File: src/rtl/zigbee_tx_frame.sv
// XBee API-mode-1 Transmit Request (0x10) framer for a 2-byte motor payload.
// Presents one byte per valid/ready handshake and appends the running checksum.
module zigbee_tx_frame #(
  parameter logic [7:0] BCAST_RADIUS = 8'h00,
  parameter logic [7:0] TX_OPTIONS   = 8'h00
) (
  input  logic        clock,
  input  logic        reset,
  input  logic        start,
  input  logic [7:0]  frame_id,
  input  logic [63:0] dest_addr64,
  input  logic [15:0] dest_addr16,
  input  logic [7:0]  ve,
  input  logic [7:0]  dirs,
  output logic [7:0]  tx_data,
  output logic        tx_valid,
  input  logic        tx_ready,
  output logic        busy,
  output logic        done
);

  // state   | meaning
  // IDLE    | waiting for start
  // DELIM   | presenting 0x7E
  // LEN_MSB | presenting length MSB (0x00)
  // LEN_LSB | presenting length LSB (0x10)
  // API     | presenting API byte r_index (0..15)
  // CKSUM   | presenting checksum byte
  // DONE    | one-cycle done pulse, tx_valid low
  typedef enum logic [2:0] {
    IDLE    = 3'd0,
    DELIM   = 3'd1,
    LEN_MSB = 3'd2,
    LEN_LSB = 3'd3,
    API     = 3'd4,
    CKSUM   = 3'd5,
    DONE    = 3'd6
  } state_t;

  state_t      r_state;
  logic [3:0]  r_index;
  logic [7:0]  r_cksum;
  logic [7:0]  r_frame_id;
  logic [63:0] r_addr64;
  logic [15:0] r_addr16;
  logic [7:0]  r_ve;
  logic [7:0]  r_dirs;

  logic        w_xfer;
  logic [3:0]  w_sel_index;
  logic [7:0]  w_api_byte;
  logic [7:0]  w_cksum_sum;

  assign w_xfer      = tx_valid && tx_ready;
  assign w_cksum_sum = r_cksum + tx_data;

  // In LEN_LSB the next byte is API byte 0; in API it is the following index.
  assign w_sel_index = (r_state == API) ? (r_index + 4'd1) : 4'd0;

  always_comb begin
    w_api_byte = 8'h00;
    case (w_sel_index)
      4'd0:  w_api_byte = 8'h10;
      4'd1:  w_api_byte = r_frame_id;
      4'd2:  w_api_byte = r_addr64[63:56];
      4'd3:  w_api_byte = r_addr64[55:48];
      4'd4:  w_api_byte = r_addr64[47:40];
      4'd5:  w_api_byte = r_addr64[39:32];
      4'd6:  w_api_byte = r_addr64[31:24];
      4'd7:  w_api_byte = r_addr64[23:16];
      4'd8:  w_api_byte = r_addr64[15:8];
      4'd9:  w_api_byte = r_addr64[7:0];
      4'd10: w_api_byte = r_addr16[15:8];
      4'd11: w_api_byte = r_addr16[7:0];
      4'd12: w_api_byte = BCAST_RADIUS;
      4'd13: w_api_byte = TX_OPTIONS;
      4'd14: w_api_byte = r_ve;
      4'd15: w_api_byte = r_dirs;
      default: w_api_byte = 8'h00;
    endcase
  end

  always_ff @(posedge clock or negedge reset) begin
    if (!reset) begin
      r_state    <= IDLE;
      r_index    <= 4'd0;
      r_cksum    <= 8'h00;
      r_frame_id <= 8'h00;
      r_addr64   <= 64'h0;
      r_addr16   <= 16'h0;
      r_ve       <= 8'h00;
      r_dirs     <= 8'h00;
      tx_data    <= 8'h00;
      tx_valid   <= 1'b0;
      busy       <= 1'b0;
      done       <= 1'b0;
    end else begin
      case (r_state)
        IDLE: begin
          done <= 1'b0;
          if (start) begin
            r_frame_id <= frame_id;
            r_addr64   <= dest_addr64;
            r_addr16   <= dest_addr16;
            r_ve       <= ve;
            r_dirs     <= dirs;
            r_index    <= 4'd0;
            r_cksum    <= 8'h00;
            tx_data    <= 8'h7E;
            tx_valid   <= 1'b1;
            busy       <= 1'b1;
            r_state    <= DELIM;
          end
        end
        DELIM: begin
          if (w_xfer) begin
            tx_data <= 8'h00;
            r_state <= LEN_MSB;
          end
        end
        LEN_MSB: begin
          if (w_xfer) begin
            tx_data <= 8'h10;
            r_state <= LEN_LSB;
          end
        end
        LEN_LSB: begin
          if (w_xfer) begin
            tx_data <= w_api_byte;
            r_index <= 4'd0;
            r_state <= API;
          end
        end
        API: begin
          if (w_xfer) begin
            r_cksum <= w_cksum_sum;
            if (r_index == 4'd15) begin
              r_index <= 4'd0;
              tx_data <= 8'hFF - w_cksum_sum;
              r_state <= CKSUM;
            end else begin
              r_index <= r_index + 4'd1;
              tx_data <= w_api_byte;
            end
          end
        end
        CKSUM: begin
          if (w_xfer) begin
            tx_data  <= 8'h00;
            tx_valid <= 1'b0;
            done     <= 1'b1;
            r_state  <= DONE;
          end
        end
        DONE: begin
          done    <= 1'b0;
          busy    <= 1'b0;
          r_state <= IDLE;
        end
        default: begin
          tx_valid <= 1'b0;
          busy     <= 1'b0;
          done     <= 1'b0;
          r_state  <= IDLE;
        end
      endcase
    end
  end

endmodule

File: config.mk
export PLATFORM = sky130hd
export DESIGN_NAME = zigbee_tx_frame
export DESIGN_NICKNAME = d
export VERILOG_FILES = /design/src/rtl/zigbee_tx_frame.sv
export SDC_FILE = /design/constraint.sdc
export NUM_CORES = 1
export LEC_CHECK = 0
export BUFFER_PORTS_ARGS = -buffer_cell sky130_fd_sc_hd__buf_2
export CORE_MARGIN = 2
export CORE_UTILIZATION = 60
export DETAILED_ROUTE_END_ITERATION = 8
export GPL_TIMING_DRIVEN = 0
export PLACE_DENSITY = 0.84
export SLEW_MARGIN = 30
export SYNTH_ARGS = -nofsm -noshare
export SYNTH_HDL_FRONTEND = slang
export SYNTH_SLANG_ARGS = --single-unit
File: constraint.sdc
create_clock -name clock -period 5.3 [get_ports clock]
set_input_delay 1.06 -clock clock [delete_from_list [all_inputs] [get_ports clock]]
set_output_delay 1.06 -clock clock [all_outputs]
set_load 0.005 [all_outputs]
* After elaboration in Yosys (flattened, before gate mapping) *
Cells that the tools add are included.

operators by class
  add/sub/neg operators = 3
  multiply operators = 0
  div/mod/pow operators = 0
  $lt $le $gt $ge = 0
  equal/unequal tests = 30
  shift operators = 0
  muxes and demuxes = 31
  bitwise gates (word level) = 3
  reduce and logical (&&, ||, !) cells = 19

operators with widths
  cell                                                                   number
  8-bit one-hot mux with 15 select lines                                 1
  8-bit two-way mux                                                      8
  8-bit one-hot mux with 5 select lines                                  1
  4-bit equality test, second input constant                             9
  3-bit two-way mux                                                      7
  4-bit two-way mux                                                      5
  3-bit one-hot mux with 6 select lines                                  1
  4-bit by 3-bit equality test with 1-bit output, second input constant  4
  8-bit one-hot mux with 2 select lines                                  1
  2-bit inequality test, second input constant                           6
  4-bit one-hot mux with 3 select lines                                  1
  5-bit OR reduction                                                     2
  3-bit equality test, second input constant                             3
  8-bit adder                                                            1
  4-bit by 2-bit equality test with 1-bit output, second input constant  2
  8-bit subtractor, first input constant                                 1
  7-bit AND reduction                                                    1
  3-bit by 2-bit equality test with 1-bit output, second input constant  2
  2-bit AND reduction                                                    3
  3-bit AND reduction                                                    2
  6-bit AND reduction                                                    1
  5-bit nonzero test                                                     1
  4-bit by 1-bit adder with 4-bit output, second input constant          1
  4-bit by 1-bit equality test with 1-bit output, second input constant  1
  14 further kinds                                                       21

storage, ports and cells
  register bits after elaboration = 130
  bits in latches = 0
  RAM bits = 0
  memory bits (read-only) = 0
  input bits = 108
  output and inout bits = 11
  memories kept = 0

* Logic depth before layout (Yosys ltp) *
  depth after elaboration = 8
  depth in mapped cells = 9

* Least setup slack after synthesis *
Ideal clock, no wire load.

  kind = input to register
  start point = input port tx_ready
  end point = register tx_data[1]
  arrival = 2246 ps
  slack = 2920 ps
  cell stages on the path = 5
  path buffers = 0
  path through = nand2_1 nor3b_1 o21ai_0 a2111oi_0 a21oi_1

between the ends
  cells in the longest elaborated chain, start to end = 3
  elaborated cells between the ends (all ways) = 6
  those cells by class = 4 x eq/ne; 2 x reduce/logical

ends and longest elaborated chain
  element                                                                                              line  source
  start: declaration                                                                                   17    input logic tx_ready,
  1-bit logical AND (*)                                                                                54    assign w_xfer = tx_valid && tx_ready;
  2-bit inequality test (no line) or 2-bit by 1-bit inequality test with 1-bit output (tied branches)  --
  6-bit AND reduction (no line) (*)                                                                    --
  end signal: assignment                                                                               129   tx_data <= w_api_byte;
  end signal: assignment                                                                               139   tx_data <= 8'hFF - w_cksum_sum;
  end signal: assignment                                                                               143   tx_data <= w_api_byte;
  end: declaration                                                                                     15    output logic [7:0] tx_data,

Mark *: on every way between the ends. The rest lies on a longest branch, timed or not.
A chain may end at the register's enable or synchronous reset.

* Worst setup path in the final report *
  start point = register r_index[1]
  end point = register tx_data[3]

between the ends
  cells in the longest elaborated chain, start to end = 8
  elaborated cells between the ends (all ways) = 25
  those cells by class = 1 x add/sub; 16 x eq/ne; 6 x mux; 2 x reduce/logical

ends and longest elaborated chain
  element                                    line  source
  start: declaration                         41    logic [3:0] r_index;
  start signal: assignment                   142   r_index <= r_index + 4'd1;
  4-bit by 1-bit adder with 4-bit output     58    assign w_sel_index = (r_state == API) ? (r_index + 4'd1) : 4'd0;
  4-bit two-way mux                          58
  4-bit equality test                        62    case (w_sel_index)
  2-bit OR reduction (no line)               --
  8-bit one-hot mux with 15 select lines     62
  8-bit two-way mux                          137   if (r_index == 4'd15) begin
  8-bit two-way mux                          135   if (w_xfer) begin
  8-bit one-hot mux with 5 select lines (*)  98    case (r_state)

Mark *: on every way between the ends. The rest lies on a longest branch, timed or not. The select of a mux whose other input is x is not followed.

==> out/metrics.yaml <==
detailed_routing:
  drt-total-wl_um: 18800
  drtIter0Drc: 563
  routedWlPerCell_um: 22.5
  antenna_left: 0
  via_per_inst: 6.33
  vias: 5282
  drc_errors: 0
  firstDrtPassIters: 6
cells_and_area:
  nets: 798
  nFillCells: 798
  area_growth_pct: 21.5
  num_antenna_cells: 0
  finalInstanceArea_um2: 7990
  final_util_pct: 74.3
  layout-drive-gt1-share_pct: 42.5
timing:
  setup_violations: 0
  drv_slew: 0
  fin_crit_ps: 3010
  tightest_slew_ps: 981
  fmax_mhz: 332
  hold_viol: 0
  relSlewSlack_pct: 34.1
  holdWs_ps: 448
  finClkSkew_ps: 8.95
  finalSetupTns_ps: 0
  rsz0062_at_grt: "no"
  min_period_over_period_pct: 56.8
worst_setup_path:
  crit_end: "tx_data[3]"
  crit_required_ps: 5770
  arrival_ps: 3480
  critPathKind: "reg -> reg"
  critPathTopFamily: "compound AO/OA/AOI/OAI gates"
  cp_num_buf_inv: 1
  crit_cells: 7
  crit_fanout: 9
  r2r_slack_ps: 2290
  max_stage_delay_ps: 840
  ff2ff_path_depth: 7
  r2r_start: "r_index[1]"
  worstSetupEndpointType: "flop"
  r2r_end: "tx_data[3]"
  worstSetupStartpoint: "r_index[1]"
  path_cells: "ha_1 > inv_2 > nor4_2 > a221oi_1 > a211o_1 > a21oi_1 > o22a_1"
  cpMaxStageDelayCell: "nor4_2"
  startpoint_type: "flop"
logic_synthesis:
  synthFlopType: "dfrtp_1"
  synth_area_um2: 6570
  yosysWarningCount: 0
  syn_nets: 660
  synth.area.top_cells: "dfrtp_1 49%, mux2_2 19%, o21ai_0 2.5%, mux2i_1 2.1%, nand2_1 1.8%"
  yosysTopAreaCell: "dfrtp_1"
  ys_seq_area_share_pct: 49.5
  synth_edf_count: 0
  synth_top_area_share_pct: 49.5
  synth.avg_cell_area_um2: 12.1
  ys_seq_elements: 130
  synth_most_common_cell: "dfrtp_1"
  synth_cells: 543
  synthArstFlopShare_pct: 100
  synth_cell_type_count: 69
  ys_top_cells_by_count: "130 x dfrtp_1, 108 x mux2_2, 33 x o21ai_0"
grt:
  global_route.overflow_total: 0
  grt_pass1_wl_um: 29200
  grt_max_degree: 70
  antenna_found_initial: 0
  grt.total_usage_pct: 33.5
  grt_pass1_vias: 5429
place:
  portBuffers: 118
  gp_congestion: 0.939
  dpl.hpwl_um: 13600
  dpl_cell_area_um2: 7380
clock_network:
  clk_latency_ps: 530
  cts_resized: 0
  clock_sinks: 130
  cts_buffer_depth: 2
  cts_made_buffers: 17
  ctsHoldBuffers: 0
  post_cts_buffers: 0
  htreeDepth: 4
  clkTransAtPathRegs_ps: 60
  cts-root-buf: "clkbuf_8"
  cts_tree: "yes"
floorplan:
  pin_count: 119
  rows: 38
  start_util_pct: 61.2
  die_area_um2: 11800
  core_area_um2: 10700
  die_h_um: 109
  die_w_um: 109
power_and_ir_drop:
  power.density_nw_per_um2: 611
  ir_worst_vdd_uv: 332
  p_leak_uw: 0.00351
flow_run:
  max-cap-violations: 0
hold_path:
  hold_class: "in -> async"
run_status:
  status: "finished, final reports clean"
-- metal layers --
layer | GRT usage (%) | up-vias | wire length (um)
li1 | - | 2314 | -
met1 | 44.2 | 2681 | 7720
met2 | 55.3 | 237 | 9360
met3 | 7.53 | 50 | 1220
met4 | 11.4 | 0 | 486
met5 | 0 | - | 0
-- worst min-delay path by stage --
stage,cells after the start,startpoint,slack [ps],end
after global placement,1,busy,480,busy
after global routing,1,reset,490,r_state[1]
final,1,reset,450,r_index[1]
after detailed placement,1,r_cksum[0],490,r_cksum[0]
after CTS,1,reset,470,r_index[1]
after floorplan,1,r_cksum[7],470,r_cksum[7]
-- stage by stage --
step           std cells  setup WS, ps  total power, uW
4_1_cts              834          2380             4850
3_3_place_gp         801          1600             3520
3_5_place_dp         802          2170             3650
6_report             834          2290             4880
5_1_grt              834          2180             5120
2_1_floorplan        543          2920             3050
-- sequential cells by signal (all words and copies together), names as in the netlist --
name / cells
busy: 1
done: 1
r_addr16: 16
r_addr64: 64
r_cksum: 8
r_dirs: 8
r_frame_id: 8
r_index: 4
r_state: 3
r_ve: 8
tx_data: 8
tx_valid: 1
-- worst reg2reg max path, cell delays in order (launching register included) --
cell and delay (ps):
dfrtp_1 450, ha_1 490, inv_2 210, nor4_2 840, a221oi_1 220, a211o_1 370, a21oi_1 210, o22a_1 140
-- logic make-up after synthesis --
family / count (synthesis) / share of synthesized area (%)
DFF: 130 / 49.5
adders and majority gates: 9 / 1.83
xor gates and xnor gates: 10 / 1.56
and+or+nand+nor: 102 / 8.01
AOI/OAI and AO/OA: 127 / 13.9
buffers and inverters: 38 / 2.82
muxes: 127 / 22.3
-- final cells by class --
cell class / instances / area, um2 / share of cell area (%)
sequential: 130 / 3250 / 40.7
multi-input combinational: 375 / 3150 / 39.4
timing repair buffer: 119 / 628 / 7.87
clock buffer: 19 / 442 / 5.53
tap: 140 / 175 / 2.19
buffer: 33 / 166 / 2.08
clock inverter: 13 / 156 / 1.96
inverter: 5 / 18.8 / 0.235
-- cells in the final DEF, fill, tap and decap left out, types with 3 or more instances in the layout --
| cell | count |
|---|---|
| nor2_1 | 20 |
| mux2i_1 | 14 |
| clkbuf_1 | 14 |
| clkinv_2 | 5 |
| nor2b_1 | 3 |
| and3_1 | 3 |
| clkbuf_8 | 3 |
| a22o_1 | 13 |
| mux4_2 | 5 |
| o22a_1 | 4 |
| a211oi_1 | 3 |
| o21ai_0 | 33 |
| buf_2 | 130 |
| o31ai_1 | 3 |
| a22oi_1 | 8 |
| a221oi_1 | 4 |
| dfrtp_1 | 130 |
| nand3_1 | 14 |
| a32oi_1 | 3 |
| nand2_1 | 32 |
| o22ai_1 | 3 |
| nand2b_1 | 8 |
| nand4_1 | 3 |
| a21o_1 | 4 |
| xnor2_1 | 6 |
| ha_1 | 8 |
| bufinv_16 | 3 |
| a21oi_1 | 15 |
| mux2_2 | 108 |
| inv_1 | 4 |
| o2bb2ai_1 | 3 |
| clkbuf_16 | 16 |
| nor3_1 | 5 |
| a31oi_1 | 3 |
| buf_6 | 3 |
-- report_power, final --
| part | leakage, uW | switching [uW] | total [uW] | internal (uW) |
|---|---|---|---|---|
| clock network | 0.000294 | 445 | 1190 | 740 |
| logic | 0.00166 | 977 | 1910 | 935 |
| registers | 0.00156 | 309 | 1780 | 1470 |
| total | 0.00351 | 1730 | 4880 | 3150 |
(Power assumes the default switching activity.)
